## src/rtl/serial_adder_sub_pkg.sv

```systemverilog
// rtl/serial_adder_sub_pkg.sv - shared FSM state encodings and ALU op codes for the serial adder/subtractor
package serial_adder_sub_pkg;

  // Controller states
  typedef enum logic [1:0] {
    IDLE = 2'd0,
    RUN  = 2'd1,
    DONE = 2'd2
  } state_t;

  // ALU op codes as seen on the sub input
  localparam logic OP_ADD = 1'b0;
  localparam logic OP_SUB = 1'b1;

endpackage

```

## src/rtl/full_adder.sv

```systemverilog
// rtl/full_adder.sv - single-bit full adder used as the serial bit cell
module full_adder (
  input  logic a,
  input  logic b,
  input  logic cin,
  output logic s,
  output logic cout
);

  // Sum and carry of one bit position
  always_comb begin
    s    = a ^ b ^ cin;
    cout = (a & b) | (cin & (a ^ b));
  end

endmodule

```

## src/rtl/serial_adder_sub.sv

```systemverilog
// rtl/serial_adder_sub.sv - bit-serial add/subtract, LSB first, one full adder reused over WIDTH cycles
module serial_adder_sub
  import serial_adder_sub_pkg::*;
#(
  parameter int WIDTH = 8
) (
  input  logic             clk,
  input  logic             rst,
  input  logic             start,
  input  logic             sub,
  input  logic [WIDTH-1:0] a,
  input  logic [WIDTH-1:0] b,
  output logic             busy,
  output logic             done,
  output logic [WIDTH-1:0] s,
  output logic             cout,
  output logic             zero,
  output logic             overflow
);

  localparam int CW = $clog2(WIDTH);
  localparam logic [CW-1:0] LAST = CW'(WIDTH - 1);

  state_t           state;
  state_t           state_next;
  logic             load;
  logic             step;
  logic [WIDTH-1:0] a_sh;
  logic [WIDTH-1:0] b_sh;
  logic             carry;
  logic [CW-1:0]    cnt;
  logic             sum_bit;
  logic             cout_bit;
  logic [WIDTH-1:0] s_shift;

  // The one shared bit cell: current LSBs plus the running carry
  full_adder u_bit_cell (
    .a    (a_sh[0]),
    .b    (b_sh[0]),
    .cin  (carry),
    .s    (sum_bit),
    .cout (cout_bit)
  );

  // Result register after this bit lands at the MSB end
  assign s_shift = {sum_bit, s[WIDTH-1:1]};

  // State register
  always_ff @(posedge clk or posedge rst) begin
    if (rst) begin
      state <= IDLE;
    end else begin
      state <= state_next;
    end
  end

  // Next-state and datapath control; DONE accepts a new start like IDLE
  always_comb begin
    state_next = state;
    load       = 1'b0;
    step       = 1'b0;
    case (state)
      IDLE: begin
        if (start) begin
          load       = 1'b1;
          state_next = RUN;
        end
      end
      RUN: begin
        step = 1'b1;
        if (cnt == LAST) begin
          state_next = DONE;
        end
      end
      DONE: begin
        if (start) begin
          load       = 1'b1;
          state_next = RUN;
        end else begin
          state_next = IDLE;
        end
      end
      default: state_next = IDLE;
    endcase
  end

  assign busy = (state == RUN);
  assign done = (state == DONE);

  // Operand shifters, carry, counter, result and flags; subtraction is a + ~b + 1
  always_ff @(posedge clk or posedge rst) begin
    if (rst) begin
      a_sh     <= '0;
      b_sh     <= '0;
      carry    <= 1'b0;
      cnt      <= '0;
      s        <= '0;
      cout     <= 1'b0;
      zero     <= 1'b0;
      overflow <= 1'b0;
    end else if (load) begin
      a_sh     <= a;
      b_sh     <= (sub == OP_SUB) ? ~b : b;
      carry    <= sub;
      cnt      <= '0;
      s        <= '0;
      cout     <= 1'b0;
      zero     <= 1'b0;
      overflow <= 1'b0;
    end else if (step) begin
      a_sh  <= a_sh >> 1;
      b_sh  <= b_sh >> 1;
      carry <= cout_bit;
      cnt   <= cnt + 1'b1;
      s     <= s_shift;
      if (cnt == LAST) begin
        cout     <= cout_bit;
        overflow <= carry ^ cout_bit;
        zero     <= (s_shift == '0);
      end
    end
  end

endmodule
```

## config.mk

```make
export PLATFORM = sky130hd
export DESIGN_NAME = serial_adder_sub
export DESIGN_NICKNAME = d
export VERILOG_FILES = /design/src/rtl/serial_adder_sub_pkg.sv /design/src/rtl/full_adder.sv /design/src/rtl/serial_adder_sub.sv
export SDC_FILE = /design/constraint.sdc
export NUM_CORES = 1
export LEC_CHECK = 0
export ABC_AREA = 1
export CAP_MARGIN = 15
export CORE_MARGIN = 2
export CORE_UTILIZATION = 49
export DETAILED_ROUTE_END_ITERATION = 8
export PLACE_DENSITY = 0.77
export SLEW_MARGIN = 20
export SYNTH_ARGS = -nofsm -noshare
export SYNTH_HDL_FRONTEND = slang
export SYNTH_SLANG_ARGS = --single-unit
```

## constraint.sdc

```tcl
create_clock -name clk -period 4.1 [get_ports clk]
set_clock_uncertainty 0.15 [all_clocks]
set_input_delay 1.025 -clock clk [delete_from_list [all_inputs] [get_ports clk]]
set_output_delay 1.025 -clock clk [all_outputs]
set_load 0.02 [all_outputs]
```

==> results of run 1 <==
## power groups by stage
stage	sequential, mW	clock [mW]	combinational, mW
floorplan	0.608	0	0.463
global placement	0.564	0	0.672
detailed placement	0.570	0	0.682
CTS	0.564	0.178	0.685
global route	0.582	0.190	0.777
finish	0.563	0.174	0.675
## worst min-delay path, stage by stage (launching register included)
cell	delay (ps)
sky130_fd_sc_hd__dfrtp_1	350
sky130_fd_sc_hd__nand2_1	50
sky130_fd_sc_hd__nand2_1	50
## cells in the mapped netlist
cell and n:
sky130_fd_sc_hd__a21oi_1 2, sky130_fd_sc_hd__buf_2 2, sky130_fd_sc_hd__buf_4 2, sky130_fd_sc_hd__buf_6 3, sky130_fd_sc_hd__dfrtp_1 33, sky130_fd_sc_hd__fa_1 1
sky130_fd_sc_hd__ha_1 2, sky130_fd_sc_hd__inv_1 18, sky130_fd_sc_hd__inv_2 1, sky130_fd_sc_hd__inv_6 1, sky130_fd_sc_hd__nand2_1 78, sky130_fd_sc_hd__nand2_2 1
sky130_fd_sc_hd__nand2_4 2, sky130_fd_sc_hd__nand3_1 13, sky130_fd_sc_hd__nor2_1 10, sky130_fd_sc_hd__nor2_2 1, sky130_fd_sc_hd__nor2_4 1, sky130_fd_sc_hd__o21ai_0 9
sky130_fd_sc_hd__o22ai_1 8, sky130_fd_sc_hd__xnor2_1 4
## cell type report
cell class / instances / area [µm²]
Fill cell: 277 / 1110
Multi-Input combinational cell: 132 / 627
Tap cell: 44 / 55.1
Clock buffer: 6 / 41.3
Sequential cell: 33 / 826
Inverter: 20 / 80.1
Clock inverter: 2 / 10.0
Timing Repair Buffer: 33 / 328
## through the flow
stage | setup slack (ps) | instances
after global routing | 934 | 270
after global placement | 1360 | 262
final | 1040 | 270
after floorplan | 2110 | 192
after detailed placement | 1340 | 262
after CTS | 1030 | 270
## metal layers
metal / routed length [µm] / up-vias / track usage
met5: 0 / - / 0
met4: 36 / 0 / 0.0745
met3: 141 / 4 / 0.0661
met2: 1320 / 28 / 0.280
met1: 1420 / 584 / 0.244
li1: - / 666 / -
## sequential cells by signal, indices dropped and copies added, names as in the netlist
signal    count
a_sh          8
b_sh          8
s             8
cnt           3
state         2
carry         1
cout          1
overflow      1
zero          1
## worst min path at each step
stage | start | end | slack (ps) | cells past startpoint
final | a_sh[7] | a_sh[7] | 330 | 2
after detailed placement | a_sh[7] | a_sh[7] | 310 | 2
after CTS | a_sh[7] | a_sh[7] | 330 | 2
after global placement | a_sh[7] | a_sh[7] | 300 | 2
after global routing | cnt[1] | cnt[1] | 350 | 2
after floorplan | a_sh[7] | a_sh[7] | 290 | 2
## cell families after synthesis
logic type                 count (synthesis)  synth area share
buffers and inverters                     27            0.0873
DFF                                       33             0.519
AOI/OAI and AO/OA                         19            0.0660
and+or+nand+nor                          106             0.278
xor gates and xnor gates                   4            0.0220
adders and majority gates                  3            0.0283
==> insert_results.sql, run 1 <==
INSERT INTO impl_metrics (metric_group, metric, value, unit) VALUES
('sta', 'timing.final.crit_period', '3060', 'ps'),
('critical_path', 'path_class', 'flip-flop to output port', ''),
('die', 'core.rowCount', '20', ''),
('global_routing', 'gr-usage-all-layers', '0.185', ''),
('place', 'gp_congestion', '0.755', ''),
('critical_path', 'cp_slowest_cell', 'sky130_fd_sc_hd__clkdlybuf4s50_1', ''),
('critical_path', 'worst_r2r_endpoint', 'b_sh[3]', ''),
('sta', 'finalMaxSlewViolations', '0', ''),
('detailed_routing', 'detail_route.wirelength', '2920', 'µm'),
('cts', 'clkSinkCount', '33', ''),
('sta', 'rsz0062_at_grt', 'false', ''),
('sta', 'setup_tns', '0', 'ps'),
('hold_path', 'hold_path_class', 'flip-flop to flip-flop', ''),
('sta', 'tightest_slew', '691', 'ps'),
('sta', 'slew_headroom', '0.539', ''),
('cells_and_area', 'most-common-layout-cells', 'sky130_fd_sc_hd__nand2_1, sky130_fd_sc_hd__dfrtp_1, sky130_fd_sc_hd__clkdlybuf4s50_1', ''),
('die', 'io_pins', '33', ''),
('sta', 'timing.final.crit_share', '0.746', ''),
('detailed_routing', 'firstDrtPassIters', '4', ''),
('critical_path', 'startpoint', 'state[0]', ''),
('critical_path', 'critical_path_peak_fanout', '16', ''),
('die', 'die_width', '61.0', 'µm'),
('detailed_routing', 'route.antenna.remaining_nets', '0', ''),
('cts', 'post_cts_hold_buffer_count', '0', ''),
('cts', 'cts_root_buffer', 'sky130_fd_sc_hd__clkbuf_4', ''),
('power', 'intPower', '815', 'µW'),
('cells_and_area', 'final_instance_area', '1970', 'µm²'),
('cells_and_area', 'n_antenna_cell', '0', ''),
('yosys', 'post_synth_main_area_contributors', 'sky130_fd_sc_hd__dfrtp_1, sky130_fd_sc_hd__nand2_1, sky130_fd_sc_hd__inv_1', ''),
('critical_path', 'ff2ff_setup_slack', '2480', 'ps'),
('power', 'static-leakage-power', '0.981', 'nW'),
('power', 'clock_power_share', '0.123', ''),
('yosys', 'synthCells', '192', ''),
('cells_and_area', 'final_layout_size_suffix_gt1_frac', '0.0664', ''),
('cells_and_area', 'finish.utilization', '0.639', ''),
('critical_path', 'worstPathCellList', 'inv_2, nor2_4, clkdlybuf4s50_1', ''),
('global_routing', 'grt_overflow', '0', ''),
('yosys', 'synth.top_cell.area_share', '0.519', ''),
('critical_path', 'critPathTopFamily', 'buffers and inverters', ''),
('global_routing', 'grt_pass1_wl', '4900', 'µm'),
('sta', 'timing.hold.ws', '328', 'ps'),
('cells_and_area', 'nNetsFinal', '248', ''),
('critical_path', 'worstPathRequired', '2920', 'ps'),
('sta', 'setup_viol', '0', ''),
('cts', 'clkSlewWorstSetupHoldPaths', '90', 'ps'),
('cts', 'cts_resized', '0', ''),
('global_routing', 'grt_antenna_before_repair', '0', ''),
('outcome', 'status', 'completed', ''),
('flow_run', 'cap_violations', '0', ''),
('cells_and_area', 'most_common_cell_after_layout_fill_and_taps_aside', 'sky130_fd_sc_hd__nand2_1', ''),
('yosys', 'post-synth-top-area-cell', 'sky130_fd_sc_hd__dfrtp_1', ''),
('critical_path', 'endpoint', 'busy', ''),
('critical_path', 'critical_path_depth', '3', ''),
('yosys', 'yosysWarningCount', '0', ''),
('sta', 'achievable-frequency', '327', 'MHz'),
('detailed_routing', 'via_count', '1282', ''),
('cts', 'tritoncts', 'yes', ''),
('sta', 'final_hold_violation_count', '0', ''),
('yosys', 'yosys_register_bits', '33', ''),
('place', 'detailed_placement_hpwl', '1980', 'µm'),
('power', 'comb_power_share', '0.478', ''),
('yosys', 'avgSynthCellArea', '8.29', 'µm²'),
('cts', 'tritoncts.num_buffers', '5', ''),
('detailed_routing', 'drt-wirelength-per-cell', '10.8', 'µm'),
('die', 'die_h', '61.0', 'µm'),
('global_routing', 'pin_count_of_the_biggest_net_entering_global_routing', '34', ''),
('power', 'power_switching', '597', 'µW'),
('critical_path', 'cp-end-kind', 'output port', ''),
('power', 'seq_power_share', '0.399', ''),
('critical_path', 'crit_arrival', '1880', 'ps'),
('cts', 'htree_num_levels', '2', '');
Power figures use the tool's default switching activity.
==> run 2, diff against run 1 <==
--- a/config.mk
+++ b/config.mk
@@ -8,9 +8,9 @@
 export ABC_AREA = 1
 export CAP_MARGIN = 15
 export CORE_MARGIN = 2
-export CORE_UTILIZATION = 49
+export CORE_UTILIZATION = 45
 export DETAILED_ROUTE_END_ITERATION = 8
-export PLACE_DENSITY = 0.77
+export PLACE_DENSITY = 0.74
 export SLEW_MARGIN = 20
 export SYNTH_ARGS = -nofsm -noshare
 export SYNTH_HDL_FRONTEND = slang
==> constraint.sdc (replaced) <==
create_clock -name clk -period 2.7 [get_ports clk]
set_clock_uncertainty 0.15 [all_clocks]
set_input_delay 0.675 -clock clk [delete_from_list [all_inputs] [get_ports clk]]
set_output_delay 0.675 -clock clk [all_outputs]
set_load 0.02 [all_outputs]
==> insert_results.sql, run 2 (synthesis gave the netlist of run 1 again) <==
INSERT INTO impl_metrics (metric_group, metric, value, unit) VALUES
('sta', 'setup_tns', '0', 'ps'),
('detailed_routing', 'via_count', '1292', ''),
('cells_and_area', 'finish.utilization', '0.602', ''),
('cells_and_area', 'n_antenna_cell', '0', ''),
('critical_path', 'worstPathRequired', '1880', 'ps'),
('critical_path', 'startpoint_type', 'flip-flop', ''),
('cts', 'tritoncts', 'yes', ''),
('place', 'gp_congestion', '0.766', ''),
('detailed_routing', 'dr.max_layer_used', 'met4', ''),
('detailed_routing', 'detail_route.wirelength.met1', '1370', 'µm'),
('cells_and_area', 'most_common_cell_after_layout_fill_and_taps_aside', 'sky130_fd_sc_hd__nand2_1', ''),
('sta', 'timing.final.crit_period', '2410', 'ps'),
('cts', 'htree_num_levels', '2', ''),
('cts', 'post_cts_hold_buffer_count', '0', ''),
('sta', 'finalMaxSlewViolations', '0', ''),
('global_routing', 'grt_overflow', '0', ''),
('global_routing', 'gr-usage-all-layers', '0.176', ''),
('sta', 'final_hold_violation_count', '0', ''),
('cts', 'clkSinkCount', '33', ''),
('place', 'detailed_placement_hpwl', '2100', 'µm'),
('hold_path', 'whs_path_depth', '2', ''),
('hold_path', 'hold_path_class', 'flip-flop to flip-flop', ''),
('global_routing', 'via_count_of_the_first_global_routing_pass', '1237', ''),
('critical_path', 'critical_path_peak_fanout', '5', ''),
('global_routing', 'grt_pass1_wl', '5460', 'µm'),
('power', 'power_switching', '915', 'µW'),
('cts', 'tritoncts.num_buffers', '5', ''),
('power', 'clock_power_share', '0.169', ''),
('die', 'core.rowCount', '21', ''),
('power', 'comb_power_share', '0.458', ''),
('detailed_routing', 'wl_met2', '1430', 'µm'),
('power', 'cellPowerDensity', '1130', 'nW/µm²'),
('critical_path', 'worst_reg2reg_path_length_in_cells', '6', ''),
('cells_and_area', 'sequential_cell_area', '826', 'µm²'),
('detailed_routing', 'detail_route.drc_violations', '0', ''),
('sta', 'achievable-frequency', '415', 'MHz'),
('power', 'static-leakage-power', '1.01', 'nW'),
('detailed_routing', 'drt_first_iter_violations', '64', ''),
('cells_and_area', 'nNetsFinal', '251', ''),
('cells_and_area', 'area_occupied_by_multi_input_gates', '627', 'µm²'),
('detailed_routing', 'dr_wl_met3', '160', 'µm'),
('detailed_routing', 'route.detailed.vias_per_inst', '4.70', ''),
('power', 'intPower', '1.38', 'mW'),
('cts', 'clkSlewWorstSetupHoldPaths', '100', 'ps'),
('cells_and_area', 'most-common-layout-cells', 'sky130_fd_sc_hd__nand2_1, sky130_fd_sc_hd__dfrtp_1, sky130_fd_sc_hd__clkdlybuf4s50_1', ''),
('die', 'die_h', '63.5', 'µm'),
('sta', 'rsz0062_at_grt', 'false', ''),
('sta', 'tightest_slew', '415', 'ps'),
('power', 'seq_power_share', '0.373', ''),
('die', 'dieArea', '4030', 'µm²'),
('flow_run', 'cap_violations', '0', ''),
('power', 'peakVddDrop', '0.422', 'mV'),
('detailed_routing', 'drt-wirelength-per-cell', '11.0', 'µm'),
('cts', 'worstSkewPairLatency', '330', 'ps'),
('cells_and_area', 'number_of_filler_cells_placed_in_the_layout', '335', ''),
('cts', 'cts.path.max_buffers', '2', ''),
('power', 'sw_frac_of_total', '0.399', ''),
('cts', 'cts_root_buffer', 'sky130_fd_sc_hd__clkbuf_4', ''),
('die', 'io_pins', '33', ''),
('outcome', 'status', 'completed', ''),
('cts', 'cts_setup_buffers', '0', ''),
('die', 'initial_utilization', '0.473', ''),
('die', 'core_area', '3360', 'µm²'),
('detailed_routing', 'detail_route.wirelength', '3030', 'µm'),
('critical_path', 'cp-end-kind', 'output port', ''),
('cells_and_area', 'largest_registers', 'a_sh x8, b_sh x8, s x8', ''),
('detailed_routing', 'route.antenna.remaining_nets', '0', ''),
('cells_and_area', 'final_layout_size_suffix_gt1_frac', '0.0786', ''),
('cts', 'cts_resized', '0', ''),
('cells_and_area', 'flow.area_growth_from_synthesis', '27.3', '%'),
('global_routing', 'pin_count_of_the_biggest_net_entering_global_routing', '34', ''),
('detailed_routing', 'firstDrtPassIters', '4', ''),
('sta', 'slew_headroom', '0.723', ''),
('place', 'port-buffer-count', '32', ''),
('sta', 'timing.final.crit_share', '0.892', ''),
('critical_path', 'path_class', 'flip-flop to output port', ''),
('critical_path', 'crit_arrival', '1580', 'ps'),
('die', 'die_width', '63.5', 'µm'),
('sta', 'setup_viol', '0', ''),
('global_routing', 'grt_antenna_before_repair', '0', '');
## run 2: cell count changes in the layout (fill, tap and decap cells not counted), sizes merged
cell | before | now
clkbuf | 6 | 7
buf | 1 | 4
clkinv | 2 | 0
bufinv | 0 | 1
## run 2: power groups by stage
| stage | Combinational, mW | Clock [mW] | Sequential, mW |
|---|---|---|---|
| 6_report | 1.05 | 0.387 | 0.855 |
| 3_5_place_dp | 1.07 | 0 | 0.867 |
| 3_3_place_gp | 1.04 | 0 | 0.860 |
| 4_1_cts | 1.07 | 0.395 | 0.858 |
| 2_1_floorplan | 0.703 | 0 | 0.924 |
| 5_1_grt | 1.20 | 0.415 | 0.888 |
## run 2: worst paths after layout
path                          start       to  slack, ps
max                        state[0]     busy        290
min                         a_sh[7]  a_sh[7]        330
max reg2reg                   carry     zero       1210
min reg2reg                 a_sh[7]  a_sh[7]        330
max in group asynchronous       rst     s[5]       1530
min in group asynchronous       rst     cout        570
## run 2: area by class of cell
cell class / count / area share
repair buffers: 36 / 0.173
flip-flops and latches: 33 / 0.408
well taps: 46 / 0.0284
clock buffers: 7 / 0.0272
multi-input cells: 132 / 0.309
clock inverters: 1 / 0.0148
inverters: 20 / 0.0395
## run 2: stage by stage
stage,cell area (µm²),setup WS [ps],instances,hold WS (ps),power [mW]
after floorplan,1590,1060,192,292,1.63
after global placement,1940,520,267,307,1.90
after detailed placement,1940,512,267,313,1.93
after CTS,2030,267,275,338,2.32
after global routing,2030,239,275,359,2.50
final,2030,290,275,333,2.29
## run 2: routing by layer
layer	GRT usage	up-vias
met5	0	-
met1	0.205	582
li1	-	674
met2	0.297	29
met3	0.0446	7
met4	0.0897	0
## run 2: worst max-delay path, stage by stage (launching register included)
cell and delay, ps:
sky130_fd_sc_hd__dfrtp_1 450, sky130_fd_sc_hd__inv_2 100, sky130_fd_sc_hd__nor2_4 90, sky130_fd_sc_hd__clkdlybuf4s50_1 610
==> run 3, diff against run 2 <==
--- a/config.mk
+++ b/config.mk
@@ -7,7 +7,6 @@
 export LEC_CHECK = 0
 export ABC_AREA = 1
 export CAP_MARGIN = 15
-export CORE_MARGIN = 2
 export CORE_UTILIZATION = 45
 export DETAILED_ROUTE_END_ITERATION = 8
 export PLACE_DENSITY = 0.74
==> insert_results.sql, run 3 (synthesis gave the netlist of run 1 again) <==
INSERT INTO impl_metrics (metric_group, metric, value, unit) VALUES
('cts', 'clkSinkCount', '33', ''),
('detailed_routing', 'via_count', '1294', ''),
('cells_and_area', 'nNetsFinal', '250', ''),
('sta', 'setup_tns', '0', 'ps'),
('place', 'place.detailed.instances', '266', ''),
('critical_path', 'worst_reg2reg_path_length_in_cells', '6', ''),
('die', 'core_area', '3360', 'µm²'),
('critical_path', 'timing.critical_path.buf_inv', '2', ''),
('power', 'cellPowerDensity', '1130', 'nW/µm²'),
('sta', 'achievable-frequency', '414', 'MHz'),
('cells_and_area', 'most-common-layout-cells', 'sky130_fd_sc_hd__nand2_1, sky130_fd_sc_hd__dfrtp_1, sky130_fd_sc_hd__clkdlybuf4s50_1', ''),
('cells_and_area', 'most_common_cell_after_layout_fill_and_taps_aside', 'sky130_fd_sc_hd__nand2_1', ''),
('sta', 'timing.final.crit_period', '2410', 'ps'),
('outcome', 'status', 'completed', ''),
('hold_path', 'min_from', 'a_sh[7]', ''),
('detailed_routing', 'route.detailed.vias_per_inst', '4.72', ''),
('die', 'io_pins', '33', ''),
('cts', 'htree_num_levels', '2', ''),
('die', 'dieArea', '3780', 'µm²'),
('sta', 'rsz0062_at_grt', 'false', ''),
('cts', 'cts_setup_buffers', '0', ''),
('die', 'die_width', '61.5', 'µm'),
('critical_path', 'crit_arrival', '1590', 'ps'),
('global_routing', 'grt_pass1_wl', '5140', 'µm'),
('critical_path', 'startpoint_type', 'flip-flop', ''),
('hold_path', 'min_delay_worst_endpoint', 'a_sh[7]', ''),
('cts', 'cts.path.max_buffers', '2', ''),
('critical_path', 'critical_path_peak_fanout', '5', ''),
('cts', 'tritoncts', 'yes', ''),
('sta', 'timing.hold.ws', '331', 'ps'),
('global_routing', 'grt_antenna_before_repair', '0', ''),
('critical_path', 'critical_path.reg2reg.startpoint', 'carry', ''),
('cts', 'clkSlewWorstSetupHoldPaths', '100', 'ps'),
('detailed_routing', 'drt_first_iter_violations', '47', ''),
('cts', 'tritoncts.num_buffers', '5', ''),
('critical_path', 'critPathTopFamily', 'buffers and inverters', ''),
('place', 'detailed_placement_hpwl', '2020', 'µm'),
('sta', 'setup_viol', '0', ''),
('critical_path', 'critical_path_depth', '3', ''),
('critical_path', 'path_class', 'flip-flop to output port', ''),
('place', 'gp_congestion', '0.797', ''),
('sta', 'timing.final.crit_share', '0.894', ''),
('sta', 'finalMaxSlewViolations', '0', ''),
('sta', 'final.setup.worst_slack', '287', 'ps'),
('power', 'static-leakage-power', '1.00', 'nW'),
('hold_path', 'whs_path_depth', '2', ''),
('detailed_routing', 'detail_route.drc_violations', '0', ''),
('cts', 'cts_root_buffer', 'sky130_fd_sc_hd__clkbuf_4', ''),
('cts', 'post_cts_hold_buffer_count', '0', ''),
('power', 'post-layout-total-power', '2.28', 'mW'),
('cells_and_area', 'largest_registers', 'a_sh x8, b_sh x8, s x8', ''),
('sta', 'tightest_slew', '406', 'ps'),
('die', 'initial_utilization', '0.473', ''),
('critical_path', 'worstPathRequired', '1880', 'ps'),
('cells_and_area', 'n_antenna_cell', '0', ''),
('critical_path', 'worst_r2r_endpoint', 'zero', ''),
('global_routing', 'via_count_of_the_first_global_routing_pass', '1127', ''),
('place', 'pre_cts_ws', '543', 'ps'),
('die', 'die_h', '61.5', 'µm'),
('global_routing', 'gr-usage-all-layers', '0.194', ''),
('global_routing', 'pin_count_of_the_biggest_net_entering_global_routing', '34', ''),
('sta', 'slew_headroom', '0.729', ''),
('detailed_routing', 'firstDrtPassIters', '4', ''),
('die', 'core.rowCount', '21', ''),
('global_routing', 'grt_overflow', '0', ''),
('hold_path', 'hold_path_class', 'flip-flop to flip-flop', ''),
('cells_and_area', 'flow.area_growth_from_synthesis', '26.8', '%'),
('cts', 'worstSkewPairLatency', '330', 'ps'),
('power', 'peakVddDrop', '0.388', 'mV'),
('critical_path', 'worstPathCellList', 'inv_2, nor2_4, clkdlybuf4s50_1', ''),
('cts', 'cts_resized', '0', ''),
('flow_run', 'cap_violations', '0', ''),
('detailed_routing', 'drt-wirelength-per-cell', '10.5', 'µm'),
('place', 'port-buffer-count', '32', ''),
('critical_path', 'cp_slowest_cell', 'sky130_fd_sc_hd__clkdlybuf4s50_1', ''),
('cells_and_area', 'final_layout_size_suffix_gt1_frac', '0.0746', ''),
('cells_and_area', 'number_of_filler_cells_placed_in_the_layout', '328', ''),
('critical_path', 'longest_individual_stage_delay_on_the_worst_path', '610', 'ps'),
('detailed_routing', 'route.antenna.remaining_nets', '0', ''),
('critical_path', 'ff2ff_setup_slack', '1220', 'ps'),
('detailed_routing', 'detail_route.wirelength', '2880', 'µm'),
('critical_path', 'cp-end-kind', 'output port', ''),
('sta', 'final_hold_violation_count', '0', ''),
('cells_and_area', 'post_layout_nonfiller_instances', '274', '');
[run 3: metrics by stage]
stage	cell area [µm²]	utilization
after floorplan	1590	-
after global placement	1930	0.575
after detailed placement	1930	0.575
after CTS	2020	0.600
after global routing	2020	0.600
final	2020	0.600
[run 3: routing by layer]
metal | global-route usage | wire length, µm | vias to the layer above
met4 | 0.0762 | 57 | 0
li1 | - | - | 672
met1 | 0.248 | 1360 | 590
met3 | 0.0630 | 128 | 6
met5 | 0 | 0 | -
met2 | 0.307 | 1340 | 26
[run 3: final cells by class]
cell class	instances	area (µm²)	share of cell area
Sequential cell	33	826	0.409
Multi-Input combinational cell	132	627	0.311
Timing Repair Buffer	35	343	0.170
Inverter	20	80.1	0.0397
Tap cell	46	57.6	0.0285
Clock buffer	7	55.1	0.0273
Clock inverter	1	30.0	0.0149
[run 3: where the power goes]
group | internal (mW) | switching, mW
combinational | 0.435 | 0.604
sequential | 0.719 | 0.137
clock | 0.221 | 0.163
total | 1.38 | 0.903
[run 3: worst reg2reg max path, delay by kind of cell (launching register included)]
family,cells,cell delay [ps]
adder cells (fa/ha/maj),1,540
flip-flops,1,430
AND/OR/NAND/NOR,4,220
buffers and inverters,1,50
[run 3: worst max-delay path by stage]
| stage | to | from | slack (ps) |
|---|---|---|---|
| floorplan | busy | state[0] | 1060 |
| global placement | b_sh[0] | sub | 600 |
| detailed placement | b_sh[2] | sub | 540 |
| CTS | busy | state[0] | 270 |
| global route | busy | state[0] | 190 |
| finish | busy | state[0] | 290 |
